`src/rtl/fetch_pkg.sv`:
```
// rtl/fetch_pkg.sv - shared types and constants for the instruction fetch unit
package fetch_pkg;

    typedef enum logic [1:0] {
        IDLE,
        REQ,
        DRAIN
    } fetch_state_t;

    localparam int INSN_BYTES = 4;

    typedef struct packed {
        logic [31:0] data;
        logic [31:0] pc;
    } iq_entry_t;

endpackage

```
`src/rtl/fetch_queue.sv`:
```
// rtl/fetch_queue.sv - in-order instruction queue between fetch and decode
//
// Ports:
//   clk, rst_n   clock, asynchronous active-low reset
//   push         write push_data at the tail
//   push_data    entry to enqueue
//   pop          retire the head entry
//   flush        empty the queue and reset both pointers (wins over push/pop)
//   count        number of valid entries
//   head         entry at the head of the queue
module fetch_queue #(
    parameter int DEPTH = 4,
    parameter int WIDTH = 64,
    localparam int AW = $clog2(DEPTH),
    localparam int CW = AW + 1
) (
    input  logic             clk,
    input  logic             rst_n,
    input  logic             push,
    input  logic [WIDTH-1:0] push_data,
    input  logic             pop,
    input  logic             flush,
    output logic [CW-1:0]    count,
    output logic [WIDTH-1:0] head
);

    logic [WIDTH-1:0] mem_q [DEPTH];
    logic [AW-1:0]    wr_ptr_q, wr_ptr_d;
    logic [AW-1:0]    rd_ptr_q, rd_ptr_d;
    logic [CW-1:0]    count_q, count_d;

    always_comb begin
        wr_ptr_d = wr_ptr_q;
        rd_ptr_d = rd_ptr_q;
        count_d  = count_q;
        if (flush) begin
            wr_ptr_d = '0;
            rd_ptr_d = '0;
            count_d  = '0;
        end else begin
            // Pointers wrap naturally because DEPTH is a power of two.
            if (push) wr_ptr_d = wr_ptr_q + AW'(1);
            if (pop)  rd_ptr_d = rd_ptr_q + AW'(1);
            count_d = count_q + CW'(push) - CW'(pop);
        end
    end

    always_ff @(posedge clk or negedge rst_n) begin
        if (!rst_n) begin
            wr_ptr_q <= '0;
            rd_ptr_q <= '0;
            count_q  <= '0;
        end else begin
            wr_ptr_q <= wr_ptr_d;
            rd_ptr_q <= rd_ptr_d;
            count_q  <= count_d;
        end
    end

    // Storage needs no reset; count gates every read.
    always_ff @(posedge clk) begin
        if (push && !flush) mem_q[wr_ptr_q] <= push_data;
    end

    assign count = count_q;
    assign head  = mem_q[rd_ptr_q];

    no_push_when_full: assert property (@(posedge clk) disable iff (!rst_n)
        !(push && count_q == CW'(DEPTH)));

endmodule

```
`src/rtl/instruction_fetch_unit.sv`:
```
// rtl/instruction_fetch_unit.sv - fetch PC owner driving the icache with one outstanding request
//
// Ports:
//   HCLK, HRESETn           clock, asynchronous active-low reset
//   fetch_enable            permits new cache requests
//   redirect_valid/_pc      single-cycle redirect strobe and target (bits [1:0] ignored)
//   ic_addr/ic_req          cache request address and request
//   ic_data/ic_ready        cache read data and ready (response = ic_req && ic_ready)
//   inst_valid/_data/_pc    queue head towards decode
//   inst_ready              decode accepts the head
module instruction_fetch_unit
    import fetch_pkg::*;
#(
    parameter logic [31:0] RESET_PC    = 32'h0000_0000,
    parameter int          QUEUE_DEPTH = 4
) (
    input  logic        HCLK,
    input  logic        HRESETn,
    input  logic        fetch_enable,
    input  logic        redirect_valid,
    input  logic [31:0] redirect_pc,
    output logic [31:0] ic_addr,
    output logic        ic_req,
    input  logic [31:0] ic_data,
    input  logic        ic_ready,
    output logic        inst_valid,
    output logic [31:0] inst_data,
    output logic [31:0] inst_pc,
    input  logic        inst_ready
);

    localparam int CW = $clog2(QUEUE_DEPTH) + 1;
    localparam logic [CW-1:0] DEPTH_C = CW'(QUEUE_DEPTH);

    fetch_state_t state_q, state_d;
    logic [31:0]  pc_q, pc_d;
    logic [31:0]  pending_pc_q, pending_pc_d;

    logic [31:0]  redir_target;
    logic         unused_redirect_lsbs;
    logic         resp, push, pop, flush, can_issue;
    logic [CW-1:0] count, count_next;
    iq_entry_t    push_entry, head_entry;

    assign redir_target         = {redirect_pc[31:2], 2'b00};
    assign unused_redirect_lsbs = ^redirect_pc[1:0];

    assign ic_addr = pc_q;
    assign ic_req  = (state_q != IDLE);
    assign resp    = ic_req && ic_ready;

    // Only a clean response in REQ is kept; anything arriving with or after
    // a redirect belongs to the abandoned path.
    assign push  = (state_q == REQ) && resp && !redirect_valid;
    assign pop   = inst_valid && inst_ready;
    assign flush = redirect_valid;

    assign push_entry.data = ic_data;
    assign push_entry.pc   = pc_q;

    // Issue only when a slot is guaranteed for the response, so the queue
    // cannot overflow while the request is in flight.
    assign count_next = flush ? '0 : count + CW'(push) - CW'(pop);
    assign can_issue  = fetch_enable && (count_next < DEPTH_C);

    always_comb begin
        state_d      = state_q;
        pc_d         = pc_q;
        pending_pc_d = pending_pc_q;
        case (state_q)
            IDLE: begin
                if (redirect_valid) pc_d = redir_target;
                if (can_issue) state_d = REQ;
            end
            REQ: begin
                if (resp && !redirect_valid) begin
                    pc_d    = pc_q + 32'(INSN_BYTES);
                    state_d = can_issue ? REQ : IDLE;
                end else if (resp) begin
                    pc_d    = redir_target;
                    state_d = fetch_enable ? REQ : IDLE;
                end else if (redirect_valid) begin
                    // Address must stay stable until the cache answers.
                    pending_pc_d = redir_target;
                    state_d      = DRAIN;
                end
            end
            DRAIN: begin
                if (redirect_valid) pending_pc_d = redir_target;
                if (resp) begin
                    pc_d    = redirect_valid ? redir_target : pending_pc_q;
                    state_d = fetch_enable ? REQ : IDLE;
                end
            end
            default: state_d = IDLE;
        endcase
    end

    always_ff @(posedge HCLK or negedge HRESETn) begin
        if (!HRESETn) begin
            state_q      <= IDLE;
            pc_q         <= RESET_PC;
            pending_pc_q <= '0;
        end else begin
            state_q      <= state_d;
            pc_q         <= pc_d;
            pending_pc_q <= pending_pc_d;
        end
    end

    fetch_queue #(
        .DEPTH (QUEUE_DEPTH),
        .WIDTH ($bits(iq_entry_t))
    ) u_queue (
        .clk       (HCLK),
        .rst_n     (HRESETn),
        .push      (push),
        .push_data (push_entry),
        .pop       (pop),
        .flush     (flush),
        .count     (count),
        .head      (head_entry)
    );

    assign inst_valid = (count != '0);
    assign inst_data  = head_entry.data;
    assign inst_pc    = head_entry.pc;

endmodule

```
`config.mk`:
```
export PLATFORM = sky130hd
export DESIGN_NAME = instruction_fetch_unit
export DESIGN_NICKNAME = d
export VERILOG_FILES = /design/src/rtl/fetch_pkg.sv /design/src/rtl/fetch_queue.sv /design/src/rtl/instruction_fetch_unit.sv
export SDC_FILE = /design/constraint.sdc
export NUM_CORES = 1
export LEC_CHECK = 0
export CORE_AREA = 2 2 160 162
export DETAILED_ROUTE_END_ITERATION = 6
export DIE_AREA = 0 0 162 164
export GPL_TIMING_DRIVEN = 0
export PLACE_DENSITY = 0.77
export SYNTH_ARGS = -nofsm -noshare
export SYNTH_HDL_FRONTEND = slang
export SYNTH_SLANG_ARGS = --single-unit
```
`constraint.sdc`:
```
create_clock -name HCLK -period 4.6 [get_ports HCLK]
set_clock_uncertainty 0.2 [all_clocks]
set_input_delay 0.92 -clock HCLK [delete_from_list [all_inputs] [get_ports HCLK]]
set_output_delay 0.92 -clock HCLK [all_outputs]
set_load 0.02 [all_outputs]
```
==> impl_summary.md <==
Timing
In this run the tightest slew margin relative to its limit is 0.270. The accumulated negative setup slack is 0 ns. The timing-limited maximum frequency is around 230 MHz.

The final hold violation count is 0. The final max-slew violation count is 0. At the pin with the least slew margin, the transition time is between 1 and 1.5 ns.

The least setup slack across all paths after layout is 0.222 ns. The worst hold margin is 0.101 ns. The fraction of the cycle the final worst path needs is 0.952.

The final count of negative-setup-slack endpoints is 0. Setup repair after global routing left no endpoint under its margin. The time the final worst path needs with I/O delays and setup is 4.38 ns.

Placed design
Summed over all nets, the half-perimeter wirelength after detailed placement is between 20 and 25 mm. At the end of routability-driven placement, the weighted congestion stood at a little under 1. The worst setup slack before clock tree synthesis is -0.199 ns. Port buffering added roughly 170 buffers.

Yosys
The mean post-synth cell area is around 17 um^2. The post-synthesis cell type with the largest combined area is sky130_fd_sc_hd__edfxtp_1. For this run, the number of Yosys warnings is 0.

Yosys attributes the largest share of cell area to sky130_fd_sc_hd__edfxtp_1 (56%), sky130_fd_sc_hd__dfrtp_1 (13%), sky130_fd_sc_hd__mux4_2 (10%). Synthesis handed over a netlist of about 820 instances. The net count after synthesis is 898.

sky130_fd_sc_hd__edfxtp_1 is the most common cell in the netlist. After synthesis the cells add up to about 0.014 mm^2. Sorting the synthesized cells by how often they occur yields sky130_fd_sc_hd__edfxtp_1 (256), sky130_fd_sc_hd__dfrtp_1 (73), sky130_fd_sc_hd__mux4_2 (64).

The commonest register cell after synthesis is sky130_fd_sc_hd__edfxtp_1. The area share of the leading cell type in the synthesized netlist is 0.557. The distinct cell type count of the synthesized netlist is 70. Of the synthesized area, sequential elements account for 0.690. The count of flip-flops with a built-in enable after synthesis is between 200 and 300. The fraction of registers with async set/reset is 0.222.

The number of flip-flops and latches in the synthesized netlist is between 300 and 400.

Clocking
Post-CTS repair changed the size of 0 cells. The CTS tree is built. The buffer depth of the longest clock path is 3. The number of hold buffers added after CTS is 0. The cell sitting at the root of the clock tree is a sky130_fd_sc_hd__clkbuf_16. At the later pin of the worst-skew pair, clock insertion delay measures about 0.51 ns. Post-CTS timing repair inserted 0 buffers for setup. Clock tree synthesis inserted a total of 35 buffers. The total number of H-tree levels is 2. CTS saw about 330 sinks. Clock-pin slew was measured on the worst setup and hold paths at 0.07 ns.

GRT
Entering global routing, the biggest net connects 54 pins. The total routing usage reported by global routing is 0.250. The via count of the first global-routing pass was about 8.5k. After global routing the overflow that remains totals 0. The global-route wire length before repair is about 50 mm. The number of antenna violations at the first check in global routing was 0.

Floorplanning
Measured along the x axis, the die boundary spans ~160 um. Row generation in the floorplan step produced between 50 and 60 rows. The floorplan step set the die height to 164 um. In this run the standard cell core region covers 0.0248 mm^2. The initial utilization of the core area, before any placement, comes to 0.556. The number of top-level pins is 168.

The full die area is 0.0266 mm^2.

Final layout
At the end of the flow, the number of nets in the layout was between 1k and 1.5k. The number of antenna diodes in the final layout is 0. Relative to the synthesized area, the layout overhead comes to 24.2%. Of the cells placed in the final design, the portion with a size suffix greater than 1 is 0.191. The end-of-flow core utilization is 0.690. After filler insertion, the fill cell instance count of the layout stands at roughly 1.6k.

Outcome
The run finished with clean final reports.

Power and ir drop
The leakage power of the design is slightly below 6 nW. The highest ir drop seen on vdd is ~0.0004 V. For this design the ratio of total power to cell area is 631 mW/mm^2.

Worst setup path
The critical path in this run is classified as in -> reg. Along the worst path, the maximum fanout reaches 10. The type of element capturing the critical path is a flip-flop.

For the worst setup path, the data arrival time is between 4 and 5 ns. STA classifies the critical path startpoint as a primary input. Data on the critical path is required at its endpoint by 4.79 ns.

Job
The tool flagged a number of max-cap violations equal to 0.

Drt
The overall routed net length is approximately 33 mm. The routed wire length per instance is 23.6 um. For this block, the initial DRC count from the detailed router was 840.

The via count normalized by instance count is 6.09. The detailed router placed around 8.4k vias in this run. The detail route stage leaves a number of antenna-violating nets equal to 0. The number of iterations in the first detailed-routing pass is 5. The post-route DRC violation count is 0.

Hold path
In this run the worst hold path is classified as in -> async.
path summary, 6_finish.rpt:
kind | end | slack (ns) | from | cells past startpoint
min reg2reg | pending_pc_q[0] | 0.28 | pending_pc_q[0] | 1
min in group HCLK | pending_pc_q[0] | 0.28 | pending_pc_q[0] | 1
max | state_q[0] | 0.22 | ic_ready | 13
max in group asynchronous | u_queue.rd_ptr_q[1] | 3.53 | HRESETn | 2
max reg2reg | state_q[0] | 0.46 | state_q[0] | 14
min | ic_addr[30] | 0.10 | HRESETn | 1
sequential cells by signal (all words and copies together), names as in the netlist:
name              count
ic_addr              32
u_queue.count         3
u_queue.wr_ptr_q      2
pending_pc_q         32
u_queue.rd_ptr_q      2
u_queue.mem_q       256
state_q               2
critical path, cell delays in order:
cell	delay (ns)
sky130_fd_sc_hd__clkdlybuf4s50_1	0.56
sky130_fd_sc_hd__nor3b_2	0.58
sky130_fd_sc_hd__nand2_1	0.31
sky130_fd_sc_hd__inv_1	0.20
sky130_fd_sc_hd__buf_2	0.31
sky130_fd_sc_hd__ha_1	0.20
sky130_fd_sc_hd__inv_1	0.05
sky130_fd_sc_hd__fa_1	0.38
sky130_fd_sc_hd__xnor3_1	0.25
sky130_fd_sc_hd__nor2_1	0.06
sky130_fd_sc_hd__nand3b_1	0.16
sky130_fd_sc_hd__a21oi_1	0.23
sky130_fd_sc_hd__mux2_2	0.36
cells in the final DEF (no fill, tap or decap), drive strengths merged, types with 7 or more instances in the layout:
master         instances
nor2                  43
nand3                 17
mux4                  64
ha                    11
a22o                  14
and2                  14
a31oi                 11
mux2                  36
a21oi                 16
nand4                 13
dfrtp                 73
o21ai                 36
mux2i                  9
inv                   15
buf                   37
and4                   7
a221oi                 8
clkinv                10
clkdlybuf4s50        164
edfxtp               256
a22oi                 11
clkbuf                63
nand2                 30
cell type report:
class | count | area [um^2] | share of cell area
clock buffers | 47 | 952 | 0.0556
inverters | 13 | 48.8 | 0.00285
multi-input cells | 427 | 4010 | 0.234
repair buffers | 170 | 1770 | 0.103
well taps | 330 | 413 | 0.0241
flip-flops and latches | 329 | 9510 | 0.555
clock inverters | 16 | 194 | 0.0113
plain buffers | 47 | 231 | 0.0135
through the flow:
| step | std cells | instance area, um^2 | total power, mW |
|---|---|---|---|
| detailed placement | 1316 | 16000 | 8.02 |
| global route | 1379 | 17100 | 11.3 |
| global placement | 1311 | 15900 | 7.94 |
| CTS | 1379 | 17100 | 10.8 |
| finish | 1379 | 17100 | 10.8 |
| floorplan | 816 | 13800 | 6.46 |
routing by layer:
layer | vias up | GRT usage | share of wire
met5 | - | 0 | 0
met4 | 0 | 0.0817 | 0.028
met3 | 64 | 0.0492 | 0.075
met2 | 432 | 0.403 | 0.48
met1 | 4193 | 0.349 | 0.42
li1 | 3713 | - | -
cells by family (layout without fill, tap and decap cells):
family / Yosys count / in the layout / synth area share
flops: 329 / 329 / 0.690
mux: 109 / 109 / 0.140
compound gates: 141 / 141 / 0.0707
buf+inv: 60 / 293 / 0.0203
xor+xnor: 7 / 7 / 0.00544
fa+ha+maj: 12 / 12 / 0.0114
simple gates: 158 / 158 / 0.0618
where the power goes:
group | switching (mW) | internal (mW) | leakage, nW
clock | 1.11 | 1.69 | 0.561
combinational | 2.05 | 1.74 | 2.13
sequential | 0.481 | 3.74 | 3.20
Note: power is estimated with default switching activity, not from simulation.
